$ cat config.mk
export PLATFORM = sky130hd
export DESIGN_NAME = cob_rom_fetch_arbiter
export DESIGN_NICKNAME = d
export VERILOG_FILES = /design/src/rtl/cob_rom_fetch_arbiter.sv
export SDC_FILE = /design/constraint.sdc
export NUM_CORES = 1
export LEC_CHECK = 0
export ABC_AREA = 1
export BUFFER_PORTS_ARGS = -buffer_cell sky130_fd_sc_hd__buf_4
export CORE_MARGIN = 2
export CORE_UTILIZATION = 40
export DETAILED_ROUTE_END_ITERATION = 8
export PLACE_DENSITY_LB_ADDON = 0.12
export SLEW_MARGIN = 20
export SYNTH_ARGS = -nofsm -noshare
export SYNTH_HDL_FRONTEND = slang
export SYNTH_SLANG_ARGS = --single-unit
$ cat constraint.sdc
create_clock -name clk -period 3.5 [get_ports clk]
set_clock_uncertainty 0.2 [all_clocks]
set_input_delay 0.175 -clock clk [delete_from_list [all_inputs] [get_ports clk]]
set_output_delay 0.175 -clock clk [all_outputs]
set_load 0.05 [all_outputs]
$ cat src/rtl/cob_rom_fetch_arbiter.sv
// ---------------------------------------------------------------------------
// cob_rom_fetch_arbiter
//
// Purpose
//   Shares the single-port co_B coefficient ROM between two burst requesters.
//   Each requester asks for a run of consecutive coefficients (base, length).
//   One request is granted at a time; the granted burst is read out at one ROM
//   read per cycle and the returning data is tagged with the owner id and a
//   last-beat marker.
//
// Ports
//   clk, rst_n              clock, synchronous active-low reset
//   req0_val/rdy/base/len   requester 0 burst request (valid/ready)
//   req1_val/rdy/base/len   requester 1 burst request (valid/ready)
//   rom_ena, rom_addr       ROM read strobe and address (one read per cycle)
//   rom_dout                ROM read data, ROM_LAT cycles after rom_ena
//   para_val/out/id/last    tagged coefficient stream (no backpressure)
//   busy                    burst issuing or reads still in flight
//   dbg_state               FSM state for observation (0 = IDLE, 1 = BURST)
//
// Handshake: a request transfers in the cycle where reqN_val & reqN_rdy are
//   both high. reqN_rdy does not depend on reqN_base/len, only on the valids,
//   the FSM state and the arbitration pointer. At most one rdy is high.
//   para_val has no ready; the consumer must take every beat.
//
// Configuration
//   COB_ARB_FIXED_PRIO_EN  defined: requester 0 always wins a tie and the
//                          round-robin pointer does not exist.
//                          undefined (default): round-robin arbitration.
// ---------------------------------------------------------------------------
module cob_rom_fetch_arbiter #(
  parameter int ADDR_W  = 10,
  parameter int DATA_W  = 16,
  parameter int LEN_W   = 11,
  parameter int ROM_LAT = 1
) (
  input  logic              clk,
  input  logic              rst_n,
  input  logic              req0_val,
  output logic              req0_rdy,
  input  logic [ADDR_W-1:0] req0_base,
  input  logic [LEN_W-1:0]  req0_len,
  input  logic              req1_val,
  output logic              req1_rdy,
  input  logic [ADDR_W-1:0] req1_base,
  input  logic [LEN_W-1:0]  req1_len,
  output logic              rom_ena,
  output logic [ADDR_W-1:0] rom_addr,
  input  logic [DATA_W-1:0] rom_dout,
  output logic              para_val,
  output logic [DATA_W-1:0] para_out,
  output logic              para_id,
  output logic              para_last,
  output logic              busy,
  output logic              dbg_state
);

  typedef enum logic {
    S_IDLE  = 1'b0,
    S_BURST = 1'b1
  } state_e;

  state_e              state_q, state_d;
  logic [ADDR_W-1:0]   cur_q, cur_d;     // address of the next read
  logic [LEN_W-1:0]    rem_q, rem_d;     // reads left after the current one
  logic                id_q, id_d;       // owner of the active burst

  // Read-tracking shift register; bit 0 is the newest read, bit ROM_LAT-1
  // lines up with rom_dout.
  logic [ROM_LAT-1:0]  pv_q, pv_d;
  logic [ROM_LAT-1:0]  pi_q, pi_d;
  logic [ROM_LAT-1:0]  pl_q, pl_d;
  logic [ROM_LAT:0]    pv_ext, pi_ext, pl_ext;

`ifndef COB_ARB_FIXED_PRIO_EN
  logic                rr_q, rr_d;       // requester favoured on a tie
`endif

  logic                grant0, grant1;
  logic                idle_ok;
  logic                accept;
  logic                acc_id;
  logic [ADDR_W-1:0]   acc_base;
  logic [LEN_W-1:0]    acc_len;
  logic                issue;
  logic                issue_last;

  // -------------------------------------------------------------------------
  // Arbitration: a lone valid requester always wins; a tie is settled by the
  // pointer (or by fixed priority when configured).
  // -------------------------------------------------------------------------
  always_comb begin
    grant0 = 1'b0;
    grant1 = 1'b0;
`ifdef COB_ARB_FIXED_PRIO_EN
    grant0 = req0_val;
    grant1 = req1_val & ~req0_val;
`else
    if (req0_val && req1_val) begin
      grant0 = ~rr_q;
      grant1 = rr_q;
    end else begin
      grant0 = req0_val;
      grant1 = req1_val;
    end
`endif
  end

  // rdy is held low while reset is asserted so nothing is accepted then.
  assign idle_ok  = (state_q == S_IDLE) & rst_n;
  assign req0_rdy = idle_ok & grant0;
  assign req1_rdy = idle_ok & grant1;

  assign accept   = req0_rdy | req1_rdy;
  assign acc_id   = req1_rdy;
  assign acc_base = req1_rdy ? req1_base : req0_base;
  assign acc_len  = req1_rdy ? req1_len  : req0_len;

  assign issue      = (state_q == S_BURST);
  assign issue_last = issue & (rem_q == '0);

  // -------------------------------------------------------------------------
  // Burst sequencing
  // -------------------------------------------------------------------------
  always_comb begin
    state_d = state_q;
    cur_d   = cur_q;
    rem_d   = rem_q;
    id_d    = id_q;
`ifndef COB_ARB_FIXED_PRIO_EN
    rr_d    = rr_q;
`endif
    case (state_q)
      S_IDLE: begin
        if (accept) begin
`ifndef COB_ARB_FIXED_PRIO_EN
          rr_d = ~acc_id;
`endif
          // A zero-length request is consumed without starting a burst.
          if (acc_len != '0) begin
            state_d = S_BURST;
            cur_d   = acc_base;
            rem_d   = acc_len - LEN_W'(1);
            id_d    = acc_id;
          end
        end
      end
      S_BURST: begin
        // Address wraps naturally at the top of the ROM.
        cur_d = cur_q + ADDR_W'(1);
        rem_d = rem_q - LEN_W'(1);
        if (rem_q == '0) begin
          state_d = S_IDLE;
        end
      end
      default: begin
        state_d = S_IDLE;
      end
    endcase
  end

  // -------------------------------------------------------------------------
  // Tag pipeline: shift in one entry per cycle, valid only on read cycles.
  // The extended vectors keep the shift expression legal for ROM_LAT == 1.
  // -------------------------------------------------------------------------
  assign pv_ext = {pv_q, issue};
  assign pi_ext = {pi_q, id_q};
  assign pl_ext = {pl_q, issue_last};

  always_comb begin
    pv_d = pv_ext[ROM_LAT-1:0];
    pi_d = pi_ext[ROM_LAT-1:0];
    pl_d = pl_ext[ROM_LAT-1:0];
  end

  // -------------------------------------------------------------------------
  // State registers. Reset flushes the tag pipeline so ROM data still in
  // flight is never presented as valid.
  // -------------------------------------------------------------------------
  always_ff @(posedge clk) begin
    if (!rst_n) begin
      state_q <= S_IDLE;
      cur_q   <= '0;
      rem_q   <= '0;
      id_q    <= 1'b0;
      pv_q    <= '0;
      pi_q    <= '0;
      pl_q    <= '0;
`ifndef COB_ARB_FIXED_PRIO_EN
      rr_q    <= 1'b0;
`endif
    end else begin
      state_q <= state_d;
      cur_q   <= cur_d;
      rem_q   <= rem_d;
      id_q    <= id_d;
      pv_q    <= pv_d;
      pi_q    <= pi_d;
      pl_q    <= pl_d;
`ifndef COB_ARB_FIXED_PRIO_EN
      rr_q    <= rr_d;
`endif
    end
  end

  // -------------------------------------------------------------------------
  // Outputs (all decoded directly from flops except the data pass-through)
  // -------------------------------------------------------------------------
  assign rom_ena   = issue;
  assign rom_addr  = cur_q;
  assign para_val  = pv_q[ROM_LAT-1];
  assign para_id   = pi_q[ROM_LAT-1];
  assign para_last = pl_q[ROM_LAT-1];
  assign para_out  = rom_dout;
  assign busy      = issue | (|pv_q);
  assign dbg_state = state_q;

endmodule

## After elaboration in Yosys (flattened, before gate mapping)

Index checks and enable logic that the tools add are counted.

- Bits in registers: 27
- Word-level logic and storage cells: 42
- Output and inout port bits: 34

- Equal/unequal tests: 2
- Bitwise gates (word level): 9
- Muxes and demuxes: 14
- Add/subtract/negate cells: 3
- Reduce and logical (&&, ||, !) cells: 6

Operators by type and width:

| cell | number |
|---|---|
| 11-bit 2-to-1 mux | 3 |
| 10-bit 2-to-1 mux | 3 |
| 11-bit case mux with 2 select lines | 1 |
| 11-bit by 1-bit subtractor with 11-bit output (second input constant) | 2 |
| 10-bit case mux with 2 select lines | 1 |
| 11-bit zero test | 1 |
| 11-bit nonzero test | 1 |
| 10-bit by 1-bit adder with 10-bit output (second input constant) | 1 |
| 1-bit 2-to-1 mux | 5 |
| 1-bit AND | 4 |
| 2-bit AND reduction | 2 |
| 1-bit NOT | 3 |
| 3-bit AND reduction | 1 |
| 2-bit by 1-bit inequality test with 1-bit output (second input constant) | 1 |
| 2-bit inequality test (second input constant) | 1 |
| 1-bit OR | 2 |
| 1-bit case mux with 2 select lines | 1 |
| 1-bit logical AND | 1 |

## Longest topological paths before layout

- Word-level depth: 8
- Depth in mapped cells: 15
- Gate-level depth less buffers: 14

## Worst setup path before layout

OpenSTA, ideal clock, no wires.

- Path kind: reg-to-reg
- From: reg state_q (netlist: dbg_state)
- To: reg cur_q[1] (netlist: rom_addr[1])
- Buffers on the path: 2
- Setup time: 0.114 ns
- Data arrival time: 2.414 ns
- Required time: 3.186 ns
- Setup slack: 0.771 ns
- Stages on the path, launching flop included: 13
- Path through: dfxtp_1 > nor2_8 > buf_6 > nand2_1 > a21oi_1 > nor2_1 > inv_1 > nand2_2 > nand2_2 > buf_6 > nand2_1 > nand2_1 > nor2_1

- Elaborated cells between the ends (all ways): 14
- Those cells by class: eq/ne: 2; mux: 5; bitwise: 5; reduce/logical: 2

RTL lines:

| item | line | text |
|---|---|---|
| from (decl) | 63 | `state_e state_q, state_d;` |
| from (signal assigned) | 193 | `state_q <= state_d;` |
| 1-bit NOT (no source line) | -- |  |
| 1-bit AND | 110 | `assign idle_ok = (state_q == S_IDLE) & rst_n;` |
| 1-bit AND | 111 | `assign req0_rdy = idle_ok & grant0;` |
| via req0_rdy | 40 | `output logic req0_rdy,` |
| 1-bit OR | 114 | `assign accept = req0_rdy \| req1_rdy;` |
| 2-bit inequality test (no source line) | -- |  |
| 2-bit AND reduction (no source line) | -- |  |
| to (signal assigned) | 194 | `cur_q <= cur_d;` |
| to (decl) | 64 | `logic [ADDR_W-1:0] cur_q, cur_d;` |

The timed path passes the listed nets, and every way through them passes these cells. The select of a mux whose other input is x is not followed.
A chain may end at the register's enable or synchronous reset.

## Final worst setup path

- From: reg state_q (netlist: dbg_state)
- To: reg rem_q[9]

- Longest elaborated chain between the ends: 8
- Elaborated cells between the ends (all ways): 14
- Those cells by class: add/sub: 1; eq/ne: 2; mux: 4; bitwise: 5; reduce/logical: 2

RTL lines:

| item | line | text |
|---|---|---|
| 1-bit NOT (no source line) | -- |  |
| 1-bit AND | 110 |  |
| 1-bit AND | 112 | `assign req1_rdy = idle_ok & grant1;` |
| 11-bit 2-to-1 mux | 117 | `assign acc_len = req1_rdy ? req1_len : req0_len;` |
| 11-bit by 1-bit subtractor with 11-bit output | 143 | `rem_d = acc_len - LEN_W'(1);` |
| 11-bit 2-to-1 mux | 140 | `if (acc_len != '0) begin` |
| 11-bit 2-to-1 mux | 135 | `if (accept) begin` |
| 11-bit case mux with 2 select lines | 133 | `case (state_q)` |
| to (signal assigned) | 195 | `rem_q <= rem_d;` |
| to (decl) | 65 | `logic [LEN_W-1:0] rem_q, rem_d;` |

Several ways; a longest one is shown, not always the timed one. The select of a mux whose other input is x is not followed.

==> results.sh <==
export IMPL_die_h_um=78.91
export IMPL_first_global_vias=2140
export IMPL_postRouteAntennaNets=0
export IMPL_cts_hold_buf=0
export IMPL_layout_drive_gt1_share_pct=22.49
export IMPL_grt_max_degree=25
export IMPL_port_buffer_count=63
export IMPL_clk_pin_slew_ns=0.09
export IMPL_status="complete, no violations"
export IMPL_syn_avg_cell_area_sq_um=6.002
export IMPL_max_freq_mhz=365.0
export IMPL_die_area_sq_mm=0.006227
export IMPL_fin_setup_tns_ns=0
export IMPL_ys_ff_latch=27
export IMPL_setup_viol=0
export IMPL_drt_iter0_markers=119
export IMPL_syn_area_sq_mm=0.002245
export IMPL_hold_violations=0
export IMPL_yosysSeqAreaShare_pct=24.08
export IMPL_switching_share_pct=42.52
export IMPL_place_gp_congestion=0.8111
export IMPL_synth_fp_nets=438
export IMPL_postCtsResizedCells=0
export IMPL_comb_power_share_pct=45.0
export IMPL_clkLatencyLatePin_ns=0.27
export IMPL_cts_htree_levels=1
export IMPL_start_kind="flop"
export IMPL_dr_pass1_iters=4
export IMPL_diodes=0
export IMPL_clk_path_buf_depth=2
export IMPL_worst_slew_pin_slew_ns=0.6908
export IMPL_cts_sinks=27
export IMPL_grt_ovfl_total=0
export IMPL_yosys_warnings=0
export IMPL_drv_slew=0
export IMPL_power_leakage_nw=1.361
export IMPL_seq_power_share_pct=38.0
export IMPL_power_density_mw_per_mm2=396.9
export IMPL_worst_endpoint_arrival_ns=2.72
export IMPL_grt_pass1_wl_mm=9.363
export IMPL_antenna_found_initial=0
export IMPL_period_share_pct=78.29
export IMPL_place_inst=477
export IMPL_required_ns=3.48
export IMPL_clkPwrFrac_pct=17.0
export IMPL_switching_power_uw=441.3
export IMPL_drc_errors=0
export IMPL_crit_fanout=24
export IMPL_fin_area_sq_mm=0.002615
export IMPL_avgViaCountPerCell=4.852
export IMPL_num_vias=2334
export IMPL_ys_types=34
export IMPL_numCtsBuffers=3
export IMPL_ioPinCount=96
export IMPL_drt_total_wl_mm=5.593
export IMPL_netlist_instances=374
export IMPL_p_int_uw=596.6
export IMPL_grt_usage_pct=18.46
export IMPL_end_kind="flop"
export IMPL_nNetsFinal=474
export IMPL_p_total_mw=1.038
export IMPL_drv_cap=0
export IMPL_cts_post_setup_buffers_inserted=0
export IMPL_wire_per_inst_um=11.63
export IMPL_hp_class="input pin to flop"
export IMPL_cts_root_buf="clkbuf_8"
export IMPL_vdd_ir_drop_max_uv=193.3
export IMPL_cts_tree="yes"
export IMPL_die_w_um=78.91
export IMPL_fin_ws_ns=0.7599
export IMPL_stdcell_count=481
export IMPL_coreArea_sq_mm=0.005473
export IMPL_hpwl_mm=4.310
export IMPL_area_growth_pct=16.50
export IMPL_fin_crit_ns=2.740
export IMPL_maxSlewHeadroom_pct=53.88
export IMPL_dpl_instance_area_sq_mm=0.002570
export IMPL_pre_cts_ws_ns=0.7441
export IMPL_rows=27
export IMPL_crit_type="flop to flop"
export IMPL_rsz0062_at_grt="no"
export IMPL_start_util_pct=41.02
per-layer routing:
| metal | share of wire, % | vias to the layer above | track usage, % | routed length [um] |
|---|---|---|---|---|
| met5 | 0 | - | 0 | 0 |
| met4 | 0.55 | 0 | 3.621 | 31 |
| met3 | 5.4 | 4 | 3.523 | 300 |
| met2 | 47 | 41 | 31.97 | 2649 |
| met1 | 47 | 1051 | 24.04 | 2612 |
| li1 | - | 1238 | - | - |
Yosys cell counts, drive strengths merged:
cell,n,area [sq um]
ha,2,25.02
nor2,72,304.0
xnor2,1,8.760
nor4,2,12.51
nand4,16,106.4
a21oi,8,40.04
buf,29,230.2
a31oi,1,6.260
o21bai,2,15.01
nand3,17,112.6
o22ai,4,25.02
a211oi,1,7.510
and3,1,6.260
nor3,1,5.000
inv,41,153.9
nand2,104,407.9
or2,8,50.05
o21ai,31,155.2
clkbuf,4,15.01
xor2,2,17.52
dfxtp,27,540.5
kinds of logic after synthesis:
family,share of synthesized area [%]
DFF,24.08
buffers and inverters,17.78
AOI/OAI and AO/OA,11.09
adders and majority gates,1.115
and+or+nand+nor,44.76
xor gates and xnor gates,1.171
power groups by stage:
stage	registers (mW)	logic, mW	clock network [mW]
2_1_floorplan	0.455	0.342	0
3_3_place_gp	0.402	0.465	0
3_5_place_dp	0.402	0.468	0
4_1_cts	0.395	0.469	0.187
5_1_grt	0.401	0.521	0.198
6_report	0.395	0.467	0.176
worst max-delay path, stage by stage (launching register included):
cell	delay [ns]
dfxtp_1	0.54
nor2_8	0.32
nand3_4	0.28
inv_1	0.41
nor2_1	0.11
inv_1	0.10
nand2_2	0.07
nand2_2	0.37
nand2_1	0.09
nor2_1	0.11
nor2_1	0.05
layout by cell type, fill, tap and decap left out, types with 8 or more instances in the layout:
cell,instances
buf_4,64
a21oi_1,8
dfxtp_1,27
o21ai_1,8
o21ai_0,23
nand2_1,99
nand4_1,15
nand3_1,13
inv_1,39
nor2_1,66
layout make-up:
cell class | count | area [sq um]
Inverter | 41 | 153.9
Fill cell | 597 | 2858
Tap cell | 72 | 90.09
Sequential cell | 27 | 540.5
Timing Repair Buffer | 64 | 480.5
Clock buffer | 4 | 45.04
Multi-Input combinational cell | 273 | 1305
worst paths after layout:
path,startpoint,endpoint,slack (ns),cells after the start
worst max-delay path,dbg_state,rem_q[9],0.76,10
worst min-delay path,req0_val,rr_q,0.02,3
worst max register to register,dbg_state,rem_q[9],0.76,10
worst min register to register,id_q,para_id,0.25,2
stage by stage:
stage | hold slack, ns | util (%)
final | 0.01883 | 47.78
after global routing | 0.02194 | 47.78
after detailed placement | 0.1503 | 46.96
after CTS | 0.003982 | 47.78
after floorplan | 0.1107 | -
after global placement | 0.1503 | 46.96
sequential cells by signal, indices dropped and copies added (netlist names):
name,count
dbg_state,1
id_q,1
para_id,1
para_last,1
para_val,1
rem_q,11
rom_addr,10
rr_q,1
No activity file was read; power rests on OpenSTA's default activity.
